[config.mk]
export PLATFORM = sky130hd
export DESIGN_NAME = uart_tx_arbiter
export DESIGN_NICKNAME = d
export VERILOG_FILES = /design/src/rtl/uart_pkg.sv /design/src/rtl/rr_pick.sv /design/src/rtl/uart_tx_arbiter.sv
export SDC_FILE = /design/constraint.sdc
export NUM_CORES = 1
export LEC_CHECK = 0
export BUFFER_PORTS_ARGS = -buffer_cell sky130_fd_sc_hd__buf_4
export CORE_UTILIZATION = 45
export DETAILED_ROUTE_END_ITERATION = 10
export PLACE_DENSITY = 0.76
export SLEW_MARGIN = 10
export SYNTH_ARGS = -nofsm -noshare
export SYNTH_HDL_FRONTEND = slang
export SYNTH_SLANG_ARGS = --single-unit
[constraint.sdc]
create_clock -name clk -period 1.8 [get_ports clk]
set_input_delay 0.18 -clock clk [delete_from_list [all_inputs] [get_ports clk]]
set_output_delay 0.18 -clock clk [all_outputs]
set_load 0.03 [all_outputs]
[src/rtl/uart_pkg.sv]
// Shared constants for the UART transmit path: FSM encoding and parameter defaults.
package uart_pkg;

  localparam logic [2:0] IDLE    = 3'd0;
  localparam logic [2:0] START   = 3'd1;
  localparam logic [2:0] WAIT_HI = 3'd2;
  localparam logic [2:0] WAIT_LO = 3'd3;
  localparam logic [2:0] DONE    = 3'd4;

  localparam int DATA_W_DEFAULT      = 8;
  localparam int TIMEOUT_CYC_DEFAULT = 1048576;

endpackage

[src/rtl/rr_pick.sv]
// Combinational round-robin selector: first set request at or above ptr, with wrap-around.
module rr_pick #(
  parameter int N_REQ = 4,
  parameter int IDX_W = $clog2(N_REQ)
) (
  input  logic [N_REQ-1:0] req,
  input  logic [IDX_W-1:0] ptr,
  output logic [IDX_W-1:0] grant,
  output logic             any
);

  // cand[k] is the requester examined k-th, i.e. (ptr + k) mod N_REQ
  logic [IDX_W-1:0] cand [N_REQ];

  generate
    for (genvar gi = 0; gi < N_REQ; gi++) begin : g_cand
      logic [IDX_W:0] sum;
      assign sum = {1'b0, ptr} + (IDX_W+1)'(gi);
      assign cand[gi] = (sum >= (IDX_W+1)'(N_REQ)) ? IDX_W'(sum - (IDX_W+1)'(N_REQ))
                                                   : sum[IDX_W-1:0];
    end
  endgenerate

  // Scan from the far end so the lowest scan position wins
  always_comb begin
    grant = '0;
    any   = 1'b0;
    for (int k = N_REQ - 1; k >= 0; k--) begin
      if (req[cand[k]]) begin
        grant = cand[k];
        any   = 1'b1;
      end
    end
  end

endmodule

[src/rtl/uart_tx_arbiter.sv]
// Round-robin arbiter sharing one UART transmitter between N_REQ byte producers;
// launches each frame and follows tx_done high then low to detect completion.
module uart_tx_arbiter
  import uart_pkg::*;
#(
  parameter int N_REQ       = 4,
  parameter int DATA_W      = DATA_W_DEFAULT,
  parameter int TIMEOUT_CYC = TIMEOUT_CYC_DEFAULT
) (
  input  logic                      clk,
  input  logic                      rst,
  input  logic [N_REQ-1:0]          req_valid,
  input  logic [N_REQ*DATA_W-1:0]   req_data,
  output logic [N_REQ-1:0]          req_ack,
  output logic                      tx_start,
  output logic [DATA_W-1:0]         tx_data,
  input  logic                      tx_done,
  output logic                      done_pulse,
  output logic [$clog2(N_REQ)-1:0]  done_id,
  output logic                      timeout_err,
  output logic                      busy
);

  localparam int IDX_W = $clog2(N_REQ);
  localparam int CNT_W = $clog2(TIMEOUT_CYC) + 1;

  logic [2:0]       state_reg, state_next;
  logic [IDX_W-1:0] ptr_reg;
  logic [CNT_W-1:0] cnt_reg;
  logic             timeout_hit;
  logic             cnt_at_limit;
  logic [IDX_W-1:0] pick_idx;
  logic             pick_any;
  logic [N_REQ-1:0] ack_vec;
  logic [IDX_W:0]   id_inc;
  logic [IDX_W-1:0] ptr_wrap;
  logic [DATA_W-1:0] req_bytes [N_REQ];

  rr_pick #(
    .N_REQ (N_REQ),
    .IDX_W (IDX_W)
  ) u_pick (
    .req   (req_valid),
    .ptr   (ptr_reg),
    .grant (pick_idx),
    .any   (pick_any)
  );

  generate
    for (genvar gi = 0; gi < N_REQ; gi++) begin : g_lane
      assign req_bytes[gi] = req_data[gi*DATA_W +: DATA_W];
      assign ack_vec[gi]   = (done_id == IDX_W'(gi));
    end
  endgenerate

  assign id_inc       = {1'b0, done_id} + 1'b1;
  assign ptr_wrap     = (id_inc == (IDX_W+1)'(N_REQ)) ? '0 : id_inc[IDX_W-1:0];
  assign cnt_at_limit = (cnt_reg == CNT_W'(TIMEOUT_CYC - 1));

  // A real tx_done edge takes precedence over an expiry in the same cycle
  always_comb begin
    state_next  = state_reg;
    timeout_hit = 1'b0;
    case (state_reg)
      IDLE:    if (pick_any) state_next = START;
      START:   state_next = WAIT_HI;
      WAIT_HI: begin
        if (tx_done) begin
          state_next = WAIT_LO;
        end else if (cnt_at_limit) begin
          state_next  = IDLE;
          timeout_hit = 1'b1;
        end
      end
      WAIT_LO: begin
        if (!tx_done) begin
          state_next = DONE;
        end else if (cnt_at_limit) begin
          state_next  = IDLE;
          timeout_hit = 1'b1;
        end
      end
      DONE:    state_next = IDLE;
      default: state_next = IDLE;
    endcase
  end

  always_ff @(posedge clk or posedge rst) begin
    if (rst) begin
      state_reg   <= IDLE;
      ptr_reg     <= '0;
      cnt_reg     <= '0;
      tx_start    <= 1'b0;
      tx_data     <= '0;
      req_ack     <= '0;
      done_pulse  <= 1'b0;
      done_id     <= '0;
      timeout_err <= 1'b0;
      busy        <= 1'b0;
    end else begin
      state_reg   <= state_next;
      busy        <= (state_next != IDLE);
      tx_start    <= (state_reg == START);
      req_ack     <= (state_reg == START) ? ack_vec : '0;
      done_pulse  <= (state_reg == DONE);
      timeout_err <= timeout_hit;

      if (state_reg == IDLE && pick_any) begin
        done_id <= pick_idx;
        tx_data <= req_bytes[pick_idx];
      end

      if (state_reg == START) ptr_reg <= ptr_wrap;

      // Counter restarts on every state change, so each tx_done phase gets its own budget
      if (state_next != state_reg) begin
        cnt_reg <= '0;
      end else if (state_reg == WAIT_HI || state_reg == WAIT_LO) begin
        cnt_reg <= cnt_reg + 1'b1;
      end
    end
  end

endmodule

Word level (Yosys, flattened, before mapping)
Index checks and enable logic that the tools add are counted.
- multiplexer cells: 36
- bitwise gates (word level): 1
- add/sub/neg operators: 9
- magnitude comparators: 9
- equality and inequality tests: 10
- reductions and logical operators: 6
- operators by type and width (kind ; count):
    2-to-1 mux 21 bit ; 2
    adder 21 x 1 -> 21 bit, second input constant ; 1
    == test 21 x 20 -> 1 bit, second input constant ; 1
    2-to-1 mux 2 bit ; 9
    binary-select mux 8 bit (select 2 bit) ; 1
    2-to-1 mux 8 bit ; 2
    >= comparator 3 bit, second input constant ; 4
    less-than comparator 2 x 3 -> 1 bit, second input constant ; 4
    2-to-1 mux 3 bit ; 4
    case mux 3 bit (4 select lines) ; 1
    2-to-1 mux 1 bit ; 11
    binary-select mux 1 bit (select 2 bit) ; 4
    subtractor 2 x 1 -> 2 bit, second input constant ; 4
    adder 2 x 1 -> 3 bit, second input constant ; 2
    adder 2 x 2 -> 3 bit, second input constant ; 2
    == test 3 x 2 -> 1 bit, second input constant ; 2
    == test 3 bit, second input constant ; 2
    == test 2 bit, second input constant ; 2
    2-to-1 mux 4 bit ; 1
    == test 3 x 1 -> 1 bit, second input constant ; 1
    >= comparator 2 x 3 -> 1 bit, second input constant ; 1
    logical NOT 3 bit ; 1
    != test 3 bit ; 1
    inverter 2 -> 3 bit ; 1
    other kinds (7) ; 7
- bits in registers: 44
- logic and storage cells: 81

Depth between registers and ports, before layout
Gate-level depths: netlist of run 1.
- depth in word-level cells: 13
- gate-level depth with buffers: 7
- depth with buffers taken out: 6

Hierarchy
Synthesis of run 1 repeated with hierarchy kept, for this count alone.
- cell total of the unflattened synthesis: 215
- area, all modules: 2371.0 um2
- by module, submodules not included (module ; area an instance (um2) ; cells each ; times used):
    uart_tx_arbiter ; 2293.4 ; 202 ; 1
    rr_pick ; 77.6 ; 13 ; 1

Least setup slack after synthesis of run 1
Ideal clock, no wire load.
- path type: register -> register
- start: register state_reg[1]
- end: register tx_data[1]
- slack: 81 ps
- required time: 1710 ps
- cell stages (with the launch flop): 7
- arrival time: 1628 ps
- cells stage by stage: dfrtp_1 > buf_6 > or4_4 > buf_6 > or2_1 > buf_6 > o221ai_1
- cells in the longest elaborated chain, start to end: 2
- RTL lines (element ; RTL line ; RTL):
    start: declaration ; uart_tx_arbiter.sv:27 ; logic [2:0] state_reg, state_next;
    start signal: assignment ; uart_tx_arbiter.sv:101 ; state_reg <= state_next;
    logical NOT 3 bit ; uart_tx_arbiter.sv:108 ; if (state_reg == IDLE && pick_any) begin
    logical AND 1 bit ; uart_tx_arbiter.sv:108 ;
    end signal: assignment ; uart_tx_arbiter.sv:110 ; tx_data <= req_bytes[pick_idx];
    end: declaration ; uart_tx_arbiter.sv:16 ; output logic [DATA_W-1:0] tx_data,
Every way passes these cells.
A chain may end at the register's enable or synchronous reset.

Worst setup path after layout of run 1
- start: register state_reg[2]
- end: register cnt_reg[15]
- cells in the longest elaborated chain, start to end: 5
- elaborated cells on any way between the ends: 13
- those cells by class: 4 x eq/ne; 6 x mux; 3 x reduce/logical
- RTL lines (element ; RTL line ; RTL):
    2-to-1 mux 3 bit ; uart_tx_arbiter.sv:70, uart_tx_arbiter.sv:78 ;
    2-to-1 mux 3 bit (on tied branches) ; uart_tx_arbiter.sv:76, uart_tx_arbiter.sv:68 ;
    case mux 3 bit (4 select lines) ; uart_tx_arbiter.sv:64 ; case (state_reg)
    != test 3 bit ; uart_tx_arbiter.sv:116 ; if (state_next != state_reg) begin
    2-to-1 mux 21 bit / nonzero test 2 bit (equally long branches) ; -- ;
    end signal: assignment ; uart_tx_arbiter.sv:119 ; cnt_reg <= cnt_reg + 1'b1;
    end: declaration ; uart_tx_arbiter.sv:29 ; logic [CNT_W-1:0] cnt_reg;
Parallel ways exist; a longest one is shown, timed or not.

==> impl_metrics.json, run 1 <==
{
  "status": "finished clean",
  "period_share": 0.945,
  "finalHoldViolations": 0,
  "netlist_instances": 227,
  "grt_pass1_vias": 1880,
  "grt_max_degree": 25,
  "timing.hold.ws_ns": 0.192,
  "fin_nets": 342,
  "synth_commonest_cells": "44 x dfrtp_1, 30 x nor2_1, 24 x nand2_1",
  "cts_buffer_depth": 2,
  "min_path_type": "primary input to register",
  "globalplace.congestion": 0.842,
  "ys_seq_area_frac": 0.475,
  "critPathBufInv": 0,
  "detailedPlace.worstSlack_ns": 0.0905,
  "synth-seq-cells": 44,
  "cap_violations": 0,
  "insertion_delay_ns": 0.29,
  "finalMaxSlewViolations": 0,
  "fin_area_um2": 3010,
  "antenna_found_initial": 0,
  "clk_pin_slew_worst_paths_ns": 0.08,
  "worst_slew_pin_slew_ns": 0.759,
  "utilization": 0.621,
  "dp_hpwl_um": 3610,
  "num_antenna_cells": 0,
  "drtIter0Drc": 124,
  "firstDrtPassIters": 4,
  "dpl_cell_area_um2": 2870,
  "irDropWorstVdd_mv": 0.684,
  "p_total_mw": 3.62,
  "max_slew_margin": 0.491,
  "port_buffers": 56,
  "layout_min_cycle_time_ns": 1.70,
  "fin_worst_skew_ns": 0.00491,
  "reg2reg_slack_ns": 0.1,
  "synth_top_cell_area_share": 0.475,
  "syn_nets": 271,
  "die-height_um": 73.8,
  "grt-ovfl-total": 0,
  "dieArea_um2": 5450,
  "nFillCells": 409,
  "totalWireLength_um": 4910,
  "critPathSlowestCell": "dfrtp_2",
  "h-tree-depth": 2,
  "cp_top_family": "simple AND/OR/NAND/NOR gates",
  "io_pins": 57,
  "drc": 0,
  "endpoint_kind": "register",
  "power_density_nw_per_um2": 1200,
  "worstPathCellList": "and2b_2 -> and4_1 -> nand4_1 -> or3_1 -> a21oi_1",
  "fp.coreArea_um2": 4850,
  "drt-vias-per-instance": 5.21,
  "wl_per_cell_um": 13.4,
  "multi_input_area_um2": 1140,
  "synth_edf_count": 0,
  "drtAntennaViolNets": 0,
  "synth_most_common_cell": "dfrtp_1",
  "crit_path_start_kind": "register",
  "drive_above_1_share": 0.315,
  "initial_core_util": 0.478,
  "cp.required_ns": 2.02,
  "cts.sink_count": 44,
  "seq_area_um2": 1100,
  "ys_types": 40,
  "grt_first_pass_wirelength_um": 8270,
  "cp_slowest_stage_delay_ns": 0.47,
  "arrival_ns": 1.92,
  "stdcell_count": 365,
  "fin_setup_tns_ns": 0,
  "final.setup.worst_slack_ns": 0.0996,
  "synth_area_um2": 2320,
  "cts_tree": "done",
  "crit_fanout": 8,
  "largest_register_ffs": 21,
  "syn_to_final_growth_pct": 29.9,
  "synth_top_area_cell": "dfrtp_1",
  "avgSynthCellArea_um2": 10.2,
  "synth.area.top_cells": "dfrtp_1 47%, mux2i_1 7.8%, nor2_1 4.9%",
  "critPathKind": "register to register",
  "rows": 25,
  "fmax_mhz": 588,
  "die_w_um": 73.8,
  "leakage_nw": 1.41,
  "place_inst": 352,
  "synthArstFlopShare": 1.00,
  "rsz0062_at_grt": "no",
  "clock-root-buffer": "clkbuf_8",
  "yosysWarnings": 0,
  "numCtsBuffers": 5,
  "grtUsageTotal": 0.199,
  "num_vias": 1903,
  "synth_ff_type": "dfrtp_1",
  "setup_viol": 0
}
final cells by class:
cell class / instances / area share
clock buffers: 6 / 0.0241
clock inverters: 1 / 0.00166
inverters: 6 / 0.00748
multi-input cells: 167 / 0.379
flip-flops and latches: 44 / 0.366
well taps: 67 / 0.0278
repair buffers: 74 / 0.194
final timing paths:
check	startpoint	endpoint	depth (start not counted)
worst max-delay path	state_reg[2]	cnt_reg[15]	5
worst min-delay path	req_data[16]	tx_data[0]	3
worst max register to register	state_reg[2]	cnt_reg[15]	5
worst min register to register	tx_data[5]	tx_data[5]	2
max in group asynchronous	rst	state_reg[2]	4
min in group asynchronous	rst	cnt_reg[13]	3
cells in the final DEF (no fill, tap or decap), types with 4 or more instances in the layout:
cell and count:
o221ai_1 7, ha_1 5, nor2_1 30, and2_1 8, a21oi_1 8, nand2_1 23
o21ai_0 6, nor3_1 4, buf_4 69, nand4_1 6, mux2i_1 18, dfrtp_1 42
inv_1 5, xnor2_1 10, xor2_1 8, clkbuf_8 5, nand3_1 5
report_power, final:
group	switching, mW	internal [mW]	total (mW)
Combinational	0.964	0.754	1.72
Sequential	0.136	1.20	1.33
Clock	0.305	0.264	0.569
Total	1.41	2.21	3.62
cells by family (layout without fill, tap and decap cells):
kind of cell               count (synthesis)  count (layout)  synth area share
and+or+nand+nor                           98              98             0.228
DFF                                       44              44             0.475
AOI/OAI and AO/OA                         27              27            0.0793
muxes                                     19              19            0.0825
xor gates and xnor gates                  18              18            0.0680
buffers and inverters                     16              87            0.0404
adders and majority gates                  5               5            0.0270
per-layer routing:
metal,vias to the layer above,GRT usage,wire (µm),part of all wire
met5,-,0,0,0
met4,0,0.0620,27,0.0055
met3,2,0.0370,141,0.029
met2,30,0.346,2520,0.51
met1,940,0.251,2220,0.45
li1,931,-,-,-
what timing repair did:
action | CTS | global route
setup buffers | 0 | 4
gates resized for setup | 0 | 7
hold buffers | 1 | 0
hold endpoints to repair | 20 | 0
endpoints found under the setup margin | 0 | 21
tightest hold or removal path, stage by stage:
cell and delay [ns]:
buf_4 0.08, mux2i_1 0.07, o221ai_2 0.12
(Power assumes the default switching activity.)
==> run 2: changes to the inputs <==
--- a/config.mk
+++ b/config.mk
@@ -7,6 +7,7 @@
 export LEC_CHECK = 0
 export BUFFER_PORTS_ARGS = -buffer_cell sky130_fd_sc_hd__buf_4
 export CORE_UTILIZATION = 45
+export CTS_BUF_LIST = sky130_fd_sc_hd__clkbuf_16
 export DETAILED_ROUTE_END_ITERATION = 10
 export PLACE_DENSITY = 0.76
 export SLEW_MARGIN = 10
==> impl_metrics.json, run 2 (same netlist as run 1, synthesis figures left out) <==
{
  "status": "finished clean",
  "p_total_mw": 3.94,
  "internal_power_mw": 2.48,
  "antenna_found_initial": 0,
  "utilization": 0.634,
  "drc": 0,
  "drive_above_1_share": 0.315,
  "h-tree-depth": 2,
  "grt-ovfl-total": 0,
  "rows": 25,
  "arrival_ns": 1.90,
  "crit_path_start_kind": "register",
  "cts_tree": "done",
  "initial_core_util": 0.478,
  "fp.coreArea_um2": 4850,
  "endpoint_kind": "register",
  "totalWireLength_um": 4950,
  "worst_slew_pin_slew_ns": 0.761,
  "r2r_start": "state_reg[2]",
  "clk_pin_slew_worst_paths_ns": 0.06,
  "globalplace.congestion": 0.842,
  "min_path_type": "primary input to register",
  "io_pins": 57,
  "cap_violations": 0,
  "cp.required_ns": 2.01,
  "p_comb_frac": 0.447,
  "grt_pass1_vias": 1906,
  "firstDrtPassIters": 4,
  "numCtsBuffers": 5,
  "period_share": 0.941,
  "layout_min_cycle_time_ns": 1.69,
  "fin_setup_tns_ns": 0,
  "fin_area_um2": 3070,
  "irDropWorstVdd_mv": 0.685,
  "insertion_delay_ns": 0.28,
  "dieArea_um2": 5450,
  "r2r_end": "cnt_reg[15]",
  "final_cell_mix": "69 x buf_4, 43 x dfrtp_1, 30 x nor2_1",
  "switching_share": 0.370,
  "max_slew_margin": 0.489,
  "setup_viol": 0,
  "seqPwrFrac": 0.339,
  "die_w_um": 73.8,
  "detailedPlace.worstSlack_ns": 0.0905,
  "fin_nets": 342,
  "fmax_mhz": 591,
  "finalHoldViolations": 0,
  "clock-root-buffer": "clkbuf_16",
  "cts_buffer_depth": 2,
  "grt_max_degree": 25,
  "syn_to_final_growth_pct": 32.5,
  "port_buffers": 56,
  "reg2reg_slack_ns": 0.11,
  "drtAntennaViolNets": 0,
  "leakage_nw": 1.44,
  "critPathKind": "register to register",
  "dpl_cell_area_um2": 2870,
  "drt-vias-per-instance": 5.32,
  "final.setup.worst_slack_ns": 0.107,
  "num_vias": 1941,
  "num_antenna_cells": 0,
  "grt_first_pass_wirelength_um": 8250,
  "drtIter0Drc": 96,
  "finalMaxSlewViolations": 0,
  "endpoint": "cnt_reg[15]",
  "wl_per_cell_um": 13.6,
  "largest_register_ffs": 21,
  "grtUsageTotal": 0.201,
  "crit_fanout": 8,
  "cts.sink_count": 44,
  "ff2ff_path_depth": 5,
  "critPathLaunch": "state_reg[2]",
  "die-height_um": 73.8,
  "dp_hpwl_um": 3610,
  "switchingPower_mw": 1.46,
  "final_common_cell": "buf_4",
  "clkPwrFrac": 0.214,
  "power_density_nw_per_um2": 1280,
  "fin_worst_skew_ns": 0.00224
}
run 2: cell types whose count changed in the layout (fill, tap and decap cells not counted), sizes merged:
cell / delta
clkbuf: -1
inv: +1
run 2: how the worst min path moves through the flow:
stage               cells after the start         start  slack (ns)           end
floorplan                               2       tx_done        0.34  state_reg[1]
global placement                        2           rst        0.25    cnt_reg[9]
detailed placement                      2           rst        0.26    cnt_reg[8]
CTS                                     3  req_data[16]        0.20    tx_data[0]
global route                            3  req_data[16]        0.23    tx_data[0]
finish                                  3  req_data[16]        0.20    tx_data[0]
run 2: cell type report:
class	instances	area (µm²)
inverter	6	22.5
multi-input combinational	167	1150
fill	394	1780
clock inverter	2	8.76
clock buffer	5	125
tap	67	83.8
sequential	44	1100
timing repair buffer	74	584
run 2: repair_timing:
action,CTS,global route
setup endpoints to repair,0,16
setup buffers,0,4
endpoints found under the hold margin,20,0
resized for setup,0,7
hold buffers,1,0
run 2: through the flow:
stage	cells	hold WS, ns
global route	365	0.226
finish	365	0.198
floorplan	227	0.340
detailed placement	352	0.259
global placement	352	0.255
CTS	360	0.201
run 2: routing by layer:
metal | GRT usage | vias up | wire length (µm)
li1 | - | 934 | -
met1 | 0.244 | 961 | 2160
met2 | 0.338 | 38 | 2550
met3 | 0.0466 | 8 | 176
met4 | 0.0876 | 0 | 70
met5 | 0 | - | 0
run 2: worst max-delay path, stage by stage (launching register included):
cell     delay, ns
dfrtp_1       0.47
and2b_2       0.28
and4_1        0.28
nand4_1       0.12
or3_1         0.31
a21oi_1       0.15
run 2: power groups by stage:
| stage | clock network, mW | registers, mW | logic, mW |
|---|---|---|---|
| floorplan | 0 | 1.59 | 0.877 |
| detailed placement | 0 | 1.35 | 1.69 |
| finish | 0.843 | 1.33 | 1.76 |
| CTS | 0.856 | 1.33 | 1.69 |
| global placement | 0 | 1.34 | 1.65 |
| global route | 0.893 | 1.36 | 1.91 |
==> run 3: changes to the inputs <==
--- a/config.mk
+++ b/config.mk
@@ -5,11 +5,12 @@
 export SDC_FILE = /design/constraint.sdc
 export NUM_CORES = 1
 export LEC_CHECK = 0
+export ABC_AREA = 1
 export BUFFER_PORTS_ARGS = -buffer_cell sky130_fd_sc_hd__buf_4
 export CORE_UTILIZATION = 45
 export CTS_BUF_LIST = sky130_fd_sc_hd__clkbuf_16
 export DETAILED_ROUTE_END_ITERATION = 10
-export PLACE_DENSITY = 0.76
+export PLACE_DENSITY = 0.74
 export SLEW_MARGIN = 10
 export SYNTH_ARGS = -nofsm -noshare
 export SYNTH_HDL_FRONTEND = slang
==> constraint.sdc (replaced) <==
create_clock -name clk -period 1.8 [get_ports clk]
set_input_delay 0.18 -clock clk [delete_from_list [all_inputs] [get_ports clk]]
set_output_delay 0.18 -clock clk [all_outputs]
set_load 0.02 [all_outputs]
==> impl_metrics.json, run 3 <==
{
  "cp.required_ns": 1.97,
  "hp-start": "req_data[3]",
  "min_path_type": "primary input to register",
  "fin_nets": 534,
  "ys_types": 35,
  "holdPathEnd": "tx_data[3]",
  "max_slew_margin": 0.501,
  "firstDrtPassIters": 4,
  "clkPwrFrac": 0.130,
  "seq_area_um2": 1100,
  "die_w_um": 80.9,
  "io_pins": 57,
  "synthArstFlopShare": 1.00,
  "switchingPower_mw": 3.81,
  "violations": "setup timing",
  "nFillCells": 426,
  "cp_slowest_stage_delay_ns": 0.46,
  "synth_edf_count": 0,
  "grt_first_pass_wirelength_um": 10500,
  "power_density_nw_per_um2": 1840,
  "arrival_ns": 2.17,
  "final.setup.worst_slack_ns": -0.200,
  "drive_above_1_share": 0.442,
  "syn_to_final_growth_pct": 51.7,
  "irDropWorstVdd_mv": 1.30,
  "avgSynthCellArea_um2": 7.19,
  "p_total_mw": 7.83,
  "finalMaxSlewViolations": 0,
  "netlist_instances": 389,
  "grt_pass1_vias": 2568,
  "crit_fanout": 7,
  "leakage_nw": 2.13,
  "status": "finished, violations left",
  "yosysWarnings": 0,
  "internal_power_mw": 4.02,
  "finalHoldViolations": 0,
  "wl_per_cell_um": 14.6,
  "fp.coreArea_um2": 5960,
  "clock-root-buffer": "clkbuf_16",
  "r2r_start": "ptr_reg[0]",
  "grtUsageTotal": 0.206,
  "multi_input_area_um2": 1790,
  "synth_most_common_cell": "nand2_1",
  "setup_viol": 31,
  "fmax_mhz": 500,
  "drt-vias-per-instance": 5.10,
  "path_common_cell": "nand2_1",
  "critPathKind": "register to register",
  "insertion_delay_ns": 0.28,
  "numCtsBuffers": 5,
  "synth-seq-cells": 44,
  "worst_slew_pin_slew_ns": 0.744,
  "worstPathCellList": "inv_4 -> nand2_1 -> nand3_1 -> nand2_2 -> inv_2 -> nand2_4 -> nand2_8 -> buf_6 -> nand3_2 -> nand3_2 -> nand2_1 -> nand2_1 -> nand2_1",
  "grt-ovfl-total": 0,
  "synth_top_cell_area_share": 0.394,
  "largest_register_ffs": 21,
  "endpoint_kind": "register",
  "num_antenna_cells": 0,
  "rows": 28,
  "timing.hold.ws_ns": 0.217,
  "final_cell_mix": "91 x nand2_1, 83 x buf_4, 59 x inv_1",
  "fin_worst_skew_ns": 0.00651,
  "drtIter0Drc": 153,
  "synth_top_area_cell": "dfrtp_1",
  "ys_seq_area_frac": 0.394,
  "totalWireLength_um": 8260,
  "r2r_end": "tx_data[5]",
  "crit_path_start_kind": "register",
  "h-tree-depth": 2,
  "cts_tree": "done",
  "period_share": 1.11,
  "critPathSlowestCell": "dfrtp_2",
  "cap_violations": 0,
  "layout_min_cycle_time_ns": 2.00,
  "dieArea_um2": 6540,
  "syn_nets": 433,
  "reg2reg_slack_ns": -0.20,
  "antenna_found_initial": 0,
  "drc": 0,
  "p_comb_frac": 0.689,
  "final_common_cell": "nand2_1",
  "dp_hpwl_um": 4780,
  "synth_area_um2": 2800,
  "grt_max_degree": 27,
  "switching_share": 0.487,
  "holdPathStages": 4,
  "globalplace.congestion": 0.951,
  "cts_buffer_depth": 2,
  "ff2ff_path_depth": 13,
  "synth_ff_type": "dfrtp_1",
  "die-height_um": 80.9,
  "seqPwrFrac": 0.181,
  "initial_core_util": 0.470,
  "drtAntennaViolNets": 0,
  "cts.sink_count": 44,
  "rsz0062_at_grt": "yes",
  "synth_commonest_cells": "116 x nand2_1, 60 x inv_1, 48 x nand3_1",
  "synth.area.top_cells": "dfrtp_1 39%, nand2_1 16%, nand3_1 8.6%",
  "num_vias": 2888,
  "port_buffers": 56,
  "clk_pin_slew_worst_paths_ns": 0.06
}
run 3: routing by layer:
layer	up-vias	wire length [µm]	track usage
li1	1387	-	-
met1	1342	3300	0.250
met2	125	4260	0.357
met3	34	411	0.0483
met4	0	298	0.0714
met5	-	0	0
run 3: logic make-up after synthesis:
kind of cell	share of synthesized area
muxes	0.00358
DFF	0.394
AOI/OAI and AO/OA	0.0309
and+or+nand+nor	0.398
xor gates and xnor gates	0.0376
adders and majority gates	0.0224
buffers and inverters	0.114
run 3: cell type report:
| cell class | instances | share of cell area |
|---|---|---|
| Clock inverter | 3 | 0.00914 |
| Multi-Input combinational cell | 274 | 0.422 |
| Clock buffer | 5 | 0.0295 |
| Sequential cell | 44 | 0.260 |
| Inverter | 66 | 0.0610 |
| Tap cell | 75 | 0.0221 |
| Timing Repair Buffer | 99 | 0.196 |
run 3: repair_timing:
item / CTS / global route
resized for setup: 6 / 103
setup endpoints to repair: 29 / 32
gates cloned: 0 / 5
hold buffers: 1 / 0
buffers inserted: 1 / 11
hold endpoints to repair: 18 / 0
pin swaps: 0 / 53
run 3: worst max-delay path by stage:
stage / slack (ns) / depth (start not counted) / to / from
after global routing: -0.30 / 13 / tx_data[5] / ptr_reg[0]
after floorplan: 0.14 / 16 / tx_data[0] / ptr_reg[0]
after global placement: 0.05 / 10 / cnt_reg[16] / cnt_reg[1]
after detailed placement: -0.06 / 12 / tx_data[6] / ptr_reg[0]
final: -0.20 / 13 / tx_data[5] / ptr_reg[0]
after CTS: -0.02 / 12 / cnt_reg[7] / cnt_reg[1]
run 3: per-stage QoR:
step                worst slack (ns)  setup TNS (ns)   util  instances  cell area (µm²)
global placement              0.0525               0  0.586        540             3490
finish                        -0.200           -3.53  0.713        566             4240
global route                  -0.295           -6.30  0.713        566             4240
CTS                          -0.0203          -0.157  0.621        550             3700
detailed placement           -0.0601          -0.701  0.586        540             3490
floorplan                      0.141               0      -        389             2800
run 3: power groups by stage:
stage / Combinational, mW / Sequential [mW] / Clock, mW
floorplan: 2.29 / 1.54 / 0
global placement: 3.50 / 1.39 / 0
detailed placement: 3.58 / 1.40 / 0
CTS: 3.63 / 1.39 / 1.03
global route: 5.73 / 1.44 / 1.08
finish: 5.39 / 1.42 / 1.02
run 3: critical path, delay by kind of cell (launching register included):
family / cells / cell delay, ns
simple gates: 10 / 1.01
flops: 1 / 0.46
buf+inv: 3 / 0.39
